## src/rtl/lc3b_types.sv

```systemverilog
// Shared LC-3b types: data/mask words, arbiter state, and the latched memory command.
package lc3b_types;

  typedef logic [15:0] lc3b_word;
  typedef logic [1:0]  lc3b_mem_wmask;

  typedef enum logic [1:0] {
    IDLE,
    BUSY_I,
    BUSY_D
  } lc3b_arb_state;

  typedef struct packed {
    logic          read;
    logic          write;
    lc3b_word      address;
    lc3b_word      wdata;
    lc3b_mem_wmask byte_enable;
  } lc3b_mem_cmd;

  localparam logic GRANT_I = 1'b0;
  localparam logic GRANT_D = 1'b1;

  function automatic lc3b_mem_cmd make_cmd(input logic          read,
                                           input logic          write,
                                           input lc3b_word      address,
                                           input lc3b_word      wdata,
                                           input lc3b_mem_wmask byte_enable);
    lc3b_mem_cmd c;
    c.read        = read;
    c.write       = write;
    c.address     = address;
    c.wdata       = wdata;
    c.byte_enable = byte_enable;
    return c;
  endfunction

endpackage

```

## src/rtl/mem_cmd_reg.sv

```systemverilog
// Holds the granted memory command; load on grant, clear of read/write on completion,
// full clear on reset.
module mem_cmd_reg
  import lc3b_types::*;
(
  input  logic        clk,
  input  logic        rst,
  input  logic        load,
  input  logic        clear,
  input  lc3b_mem_cmd cmd_in,
  output lc3b_mem_cmd cmd
);

  always_ff @(posedge clk) begin
    if (rst) begin
      cmd <= '0;
    end else if (load) begin
      cmd <= cmd_in;
    end else if (clear) begin
      // address/data are kept; only the command bits terminate the transfer
      cmd.read  <= 1'b0;
      cmd.write <= 1'b0;
    end
  end

endmodule

```

## src/rtl/mem_arbiter.sv

```systemverilog
// Shares one pmem port between instruction fetch and data access; 1-cycle arbitration.
// Data has fixed priority unless MEM_ARB_RR_EN is defined (alternating grant on contention).
module mem_arbiter
  import lc3b_types::*;
#(
  parameter  int DATA_W = 16,
  parameter  int ADDR_W = 16,
  localparam int MASK_W = DATA_W / 8
) (
  input  logic              clk,
  input  logic              rst,

  input  logic              i_mem_read,
  input  logic [ADDR_W-1:0] i_mem_address,
  output logic [DATA_W-1:0] i_mem_rdata,
  output logic              i_mem_resp,

  input  logic              d_mem_read,
  input  logic              d_mem_write,
  input  logic [ADDR_W-1:0] d_mem_address,
  input  logic [DATA_W-1:0] d_mem_wdata,
  input  logic [MASK_W-1:0] d_mem_byte_enable,
  output logic [DATA_W-1:0] d_mem_rdata,
  output logic              d_mem_resp,

  output logic              pmem_read,
  output logic              pmem_write,
  output logic [ADDR_W-1:0] pmem_address,
  output logic [DATA_W-1:0] pmem_wdata,
  output logic [MASK_W-1:0] pmem_byte_enable,
  input  logic [DATA_W-1:0] pmem_rdata,
  input  logic              pmem_resp
);

  lc3b_arb_state state, next_state;
  lc3b_mem_cmd   cmd, cmd_in;
  logic          d_req, grant_d, load, clear;

  assign d_req = d_mem_read | d_mem_write;

`ifdef MEM_ARB_RR_EN
  logic last_grant;

  always_ff @(posedge clk) begin
    if (rst) begin
      last_grant <= GRANT_I;
    end else if (load) begin
      last_grant <= grant_d;
    end
  end

  assign grant_d = d_req & (~i_mem_read | (last_grant == GRANT_I));
`else
  assign grant_d = d_req;
`endif

  // A simultaneous read+write from the data side is latched as a write.
  assign cmd_in = grant_d
    ? make_cmd(d_mem_read & ~d_mem_write, d_mem_write, d_mem_address, d_mem_wdata, d_mem_byte_enable)
    : make_cmd(1'b1, 1'b0, i_mem_address, '0, '0);

  always_ff @(posedge clk) begin
    if (rst) begin
      state <= IDLE;
    end else begin
      state <= next_state;
    end
  end

  always_comb begin
    next_state = state;
    load       = 1'b0;
    clear      = 1'b0;
    i_mem_resp = 1'b0;
    d_mem_resp = 1'b0;
    case (state)
      IDLE: begin
        if (d_req || i_mem_read) begin
          load       = 1'b1;
          next_state = grant_d ? BUSY_D : BUSY_I;
        end
      end
      BUSY_I: begin
        if (pmem_resp) begin
          i_mem_resp = 1'b1;
          clear      = 1'b1;
          next_state = IDLE;
        end
      end
      BUSY_D: begin
        if (pmem_resp) begin
          d_mem_resp = 1'b1;
          clear      = 1'b1;
          next_state = IDLE;
        end
      end
      default: next_state = IDLE;
    endcase
  end

  mem_cmd_reg u_cmd_reg (
    .clk    (clk),
    .rst    (rst),
    .load   (load),
    .clear  (clear),
    .cmd_in (cmd_in),
    .cmd    (cmd)
  );

  // pmem is fed only from the command register: no path from requester inputs.
  assign pmem_read        = cmd.read;
  assign pmem_write       = cmd.write;
  assign pmem_address     = cmd.address;
  assign pmem_wdata       = cmd.wdata;
  assign pmem_byte_enable = cmd.byte_enable;

  assign i_mem_rdata = pmem_rdata;
  assign d_mem_rdata = pmem_rdata;

endmodule

```

## config.mk

```make
export PLATFORM = sky130hd
export DESIGN_NAME = mem_arbiter
export DESIGN_NICKNAME = d
export VERILOG_FILES = /design/src/rtl/lc3b_types.sv /design/src/rtl/mem_cmd_reg.sv /design/src/rtl/mem_arbiter.sv
export SDC_FILE = /design/constraint.sdc
export NUM_CORES = 1
export LEC_CHECK = 0
export CAP_MARGIN = 20
export CORE_UTILIZATION = 33
export CTS_CLUSTER_SIZE = 14
export DETAILED_ROUTE_END_ITERATION = 8
export GPL_TIMING_DRIVEN = 0
export PLACE_DENSITY = 0.87
export SYNTH_ARGS = -nofsm -noshare
export SYNTH_HDL_FRONTEND = slang
export SYNTH_SLANG_ARGS = --single-unit
```

## constraint.sdc

```tcl
create_clock -name clk -period 1.7 [get_ports clk]
set_input_delay 0.17 -clock clk [delete_from_list [all_inputs] [get_ports clk]]
set_output_delay 0.17 -clock clk [all_outputs]
set_load 0.01 [all_outputs]
```

# == Yosys cells after proc, flatten, opt, wreduce, memory -nomap -nowiden ==
# Index checks and enable logic that the tools add are counted.
# totals
ff_bits,38
in_bits,72
output_inout_bits,70
wordCells,31
# classes
eq_ne,4
mux,13
bitwise,3
reduce_logical,5
# ops
cell,count
36-bit two-way mux,1
2-bit two-way mux,5
1-bit two-way mux,6
2-bit case mux with 2 select lines,1
"2-bit by 1-bit equality test with 1-bit output, second input constant",1
"2-bit equality test, second input constant",1
2-bit zero test,1
"2-bit by 1-bit inequality test with 1-bit output, second input constant",1
"2-bit inequality test, second input constant",1
2-bit AND reduction,1
2-bit nonzero test,1
2-bit OR reduction,1
1-bit AND,1
1-bit logical OR,1
1-bit inverter,1
1-bit bitwise OR,1

# == Logic depth before layout (Yosys ltp) ==
# depth
depth_word,5
ltp_mapped,7

# == Modules after synthesis ==
# A second synthesis with hierarchy kept.
# hier_totals
cells_unflattened,210
area_unflattened_um2,2070.7
# modules_own_cells
module,instances,cells_each,area_each_um2
mem_cmd_reg,1,118,1281.2
mem_arbiter,1,92,789.5

# == Worst setup path before layout ==
# Ideal clock, no wire load.
# synth_path
kind,reg2reg
startpoint,register state[0]
endpoint,"register, netlist name u_cmd_reg.cmd[10]"
setup_time_ns,0.117
t_arrival_ns,1.292
slack_ns,0.291
stages_incl_launch_ff,8
period_less_slack_ns,1.409
path_cell_list,dfxtp_1 -> inv_1 -> ha_1 -> o31a_1 -> buf_6 -> nor2_8 -> buf_8 -> a22o_2
# synth_between
elab_chain_cells,2
# synth_lines
element,line_no,source
"start, declared",mem_arbiter.sv:35,"lc3b_arb_state state, next_state;"
"start signal, assigned",mem_arbiter.sv:66,state <= next_state;
2-bit zero test,mem_arbiter.sv:76,case (state)
1-bit two-way mux,mem_arbiter.sv:76,
# No other way between the ends.
# A chain may end at the register's enable or synchronous reset.

# == Worst setup path in the final report ==
# layout_path
startpoint,register state[1]
endpoint,output port i_mem_resp
# layout_between
elab_chain_cells,2
# layout_lines
element,line_no,source
2-bit by 1-bit equality test with 1-bit output,mem_arbiter.sv:76,
1-bit two-way mux,mem_arbiter.sv:76,
"end, declared",mem_arbiter.sv:16,"output logic i_mem_resp,"
# No other way between the ends.

==> reports/metrics.cfg <==
[run_status]
status=finished clean

[synth]
ys.flop_type=dfxtp_1
synthTopCellsByArea=dfxtp_1 41%, buf_4 14%, a311oi_1 7.6%
yosysMostFrequentCell=dfxtp_1
syn_area_sq_um=1840
ys_warn_count=0
synth_common_cells=38 x dfxtp_1, 34 x buf_4, 18 x nand2_1, 17 x o21ai_0
ys_types=25
ys_ff_latch=38
synth_top_area_share_pct=41.4
syn_inst=192
synth-async-reset-ratio_pct=0
synth_edf_count=0
synth.avg_cell_area_sq_um=9.57
yosysTopAreaCell=dfxtp_1
ys_seq_area_share_pct=41.4
syn_nets=267

[timing]
slew_violations=0
slew-limit-headroom_pct=65.3
setup_viol=0
hold_ws_ns=0.264
achievable-frequency_mhz=614
tns_ns=0
rsz0062_at_grt=no
worst_slew_pin_slew_ns=0.520
post-route-period-util_pct=95.9
clock_skew_ns=0.00365
hold_viol=0
period_needed_ns=1.63

[grt]
grt_max_degree=13
grt_pass1_wl_microns=8540
grt_remaining_overflow=0
grt_antenna_before_repair=0
grt_pass1_vias=1878
track_usage_pct=18.2

[flow_run]
maxCapViolCount=0

[worst_hold_path]
hold_depth=4
hp-start=d_mem_read
hold_end=u_cmd_reg.cmd[19]
min_path_type=primary input to flop

[power]
p_leak_nw=1.33
report.power.total_mw=2.78
ir_drop_uv=382
clkPwrFrac_pct=27.0
power.internal_mw=2.02
p_seq_share_pct=38.4
switching_power_mw=0.761
p_per_area_nw_per_um2=848
p_comb_share_pct=34.6
switching_share_pct=27.3

[clock_tree]
clock-sinks=38
cts_tree=built
clockBufferDepth=2
cts_root_buf=clkbuf_8
cts.clk_slew.worst_paths_ns=0.08
numCtsBuffers=5
post_cts_buffers=0
cts_htree_levels=2
insertion_delay_ns=0.28
hold_buffers=0
ctsResizeCount=0

[worst_setup_path]
slowest_stage=clkdlybuf4s50_1
path_cells=inv_1 -> ha_1 -> and2_1 -> clkdlybuf4s50_1
worst-path-buf-inv=2
ff2ff_path_depth=7
cp.arrival_ns=1.46
slowest_delay_ns=0.53
reg2reg_to=u_cmd_reg.cmd[22]
path_delay_family=buffers and inverters
critPathRequiredTime_ns=1.53
reg2reg_slack_ns=0.12
path_class=flop to output port
rr_startpoint=state[0]
worst_setup_path_end_kind=output port
start_kind=flop
cp_max_fo=3

[cells_and_area]
finalCoreUtilization_pct=62.6
n_antenna_cell=0
design_area_sq_um=3280
synthToLayoutAreaGrowth_pct=78.6
nets=398
drive_gt1_share_pct=19.8

[floorplan]
ioPinCount=142
dieArea_sq_um=5870
initial_core_util_pct=35.1
fp.dieW_microns=76.6
chipHeight_microns=76.6
core_sq_um=5240
rows=26

[route]
viasPerCell=4.73
dr_total_vias=1864
drc=0
drtIter0Drc=40
wirelength_microns=5460
drt-pass1-iter-count=4
wire_per_inst_microns=13.9
ant_nets=0

[placement]
hpwl_microns=4250
placed_cell_area_sq_um=3170
gp_congestion=0.778
io_buffers=124

final cells by class:
cell class	count	area, sq um
buffer	45	349
clock inverter	3	40.0
multi-input combinational	107	722
fill	452	1960
sequential	38	762
tap	70	87.6
timing repair buffer	124	1240
inverter	2	7.51
clock buffer	5	68.8
registers in the layout (all words and copies together) (netlist names):
name / count
state: 2
u_cmd_reg.cmd: 36
per-layer routing:
layer,vias to the layer above,GRT usage [%],share of wire (%)
li1,908,-,-
met1,835,20.4,41
met2,116,32.9,48
met3,5,5.99,9.8
met4,0,4.81,1.0
met5,-,0,0
cells by family (layout without fill, tap and decap cells):
group                    count (synthesis)  after routing  share of synthesized area [%]
adder cells (fa/ha/maj)                  3              3                           2.04
flip-flops                              38             38                           41.4
buffers and inverters                   47            179                           19.4
AND/OR/NAND/NOR                         47             47                           13.8
AO/OA/AOI/OAI                           57             57                           23.4
cell usage in the layout, fill, tap and decap left out:
| cell | n |
|---|---|
| a311oi_1 | 16 |
| nor2_1 | 16 |
| ha_2 | 1 |
| o21ai_0 | 17 |
| a21oi_1 | 5 |
| and2_1 | 2 |
| a22o_1 | 8 |
| o31a_1 | 1 |
| clkbuf_1 | 4 |
| nor3b_4 | 1 |
| buf_4 | 34 |
| dfxtp_1 | 37 |
| buf_8 | 1 |
| buf_2 | 1 |
| ha_1 | 2 |
| buf_6 | 4 |
| nand3b_1 | 3 |
| nand2b_1 | 1 |
| dlymetal6s2s_1 | 1 |
| bufinv_16 | 1 |
| a22o_2 | 10 |
| nor3_1 | 1 |
| clkbuf_8 | 6 |
| or2b_1 | 1 |
| dfxtp_2 | 1 |
| nand2_1 | 18 |
| clkinv_2 | 2 |
| inv_1 | 2 |
| clkdlybuf4s50_1 | 123 |
| nor2b_1 | 2 |
| nor2_8 | 2 |
worst max-delay path by stage:
stage,to,from,cells after the start
final,i_mem_resp,state[1],4
after global routing,i_mem_resp,state[1],4
after CTS,d_mem_resp,state[0],4
after detailed placement,u_cmd_reg.cmd[5],d_mem_write,6
after global placement,u_cmd_reg.cmd[4],d_mem_write,6
after floorplan,u_cmd_reg.cmd[10],state[0],7
worst reg2reg max path, delay by kind of cell, from the launching register on:
kind,cells,cell delay [ns]
buffers and inverters,3,0.44
AO/OA/AOI/OAI,2,0.42
flip-flops,1,0.33
adder cells (fa/ha/maj),1,0.24
AND/OR/NAND/NOR,1,0.05
power groups by stage:
stage / logic (mW) / registers (mW) / clock network [mW]
2_1_floorplan: 0.405 / 1.14 / 0
3_3_place_gp: 0.948 / 1.08 / 0
3_5_place_dp: 0.966 / 1.09 / 0
4_1_cts: 0.970 / 1.07 / 0.763
5_1_grt: 1.03 / 1.08 / 0.816
6_report: 0.963 / 1.07 / 0.751
per-stage QoR:
step                instances  setup WS (ns)
finish                    394         0.0705
global route              394        0.00165
CTS                       394         0.0128
detailed placement        386        -0.0275
global placement          386        -0.0332
floorplan                 192          0.291
Note: power is estimated with default switching activity, not from simulation.
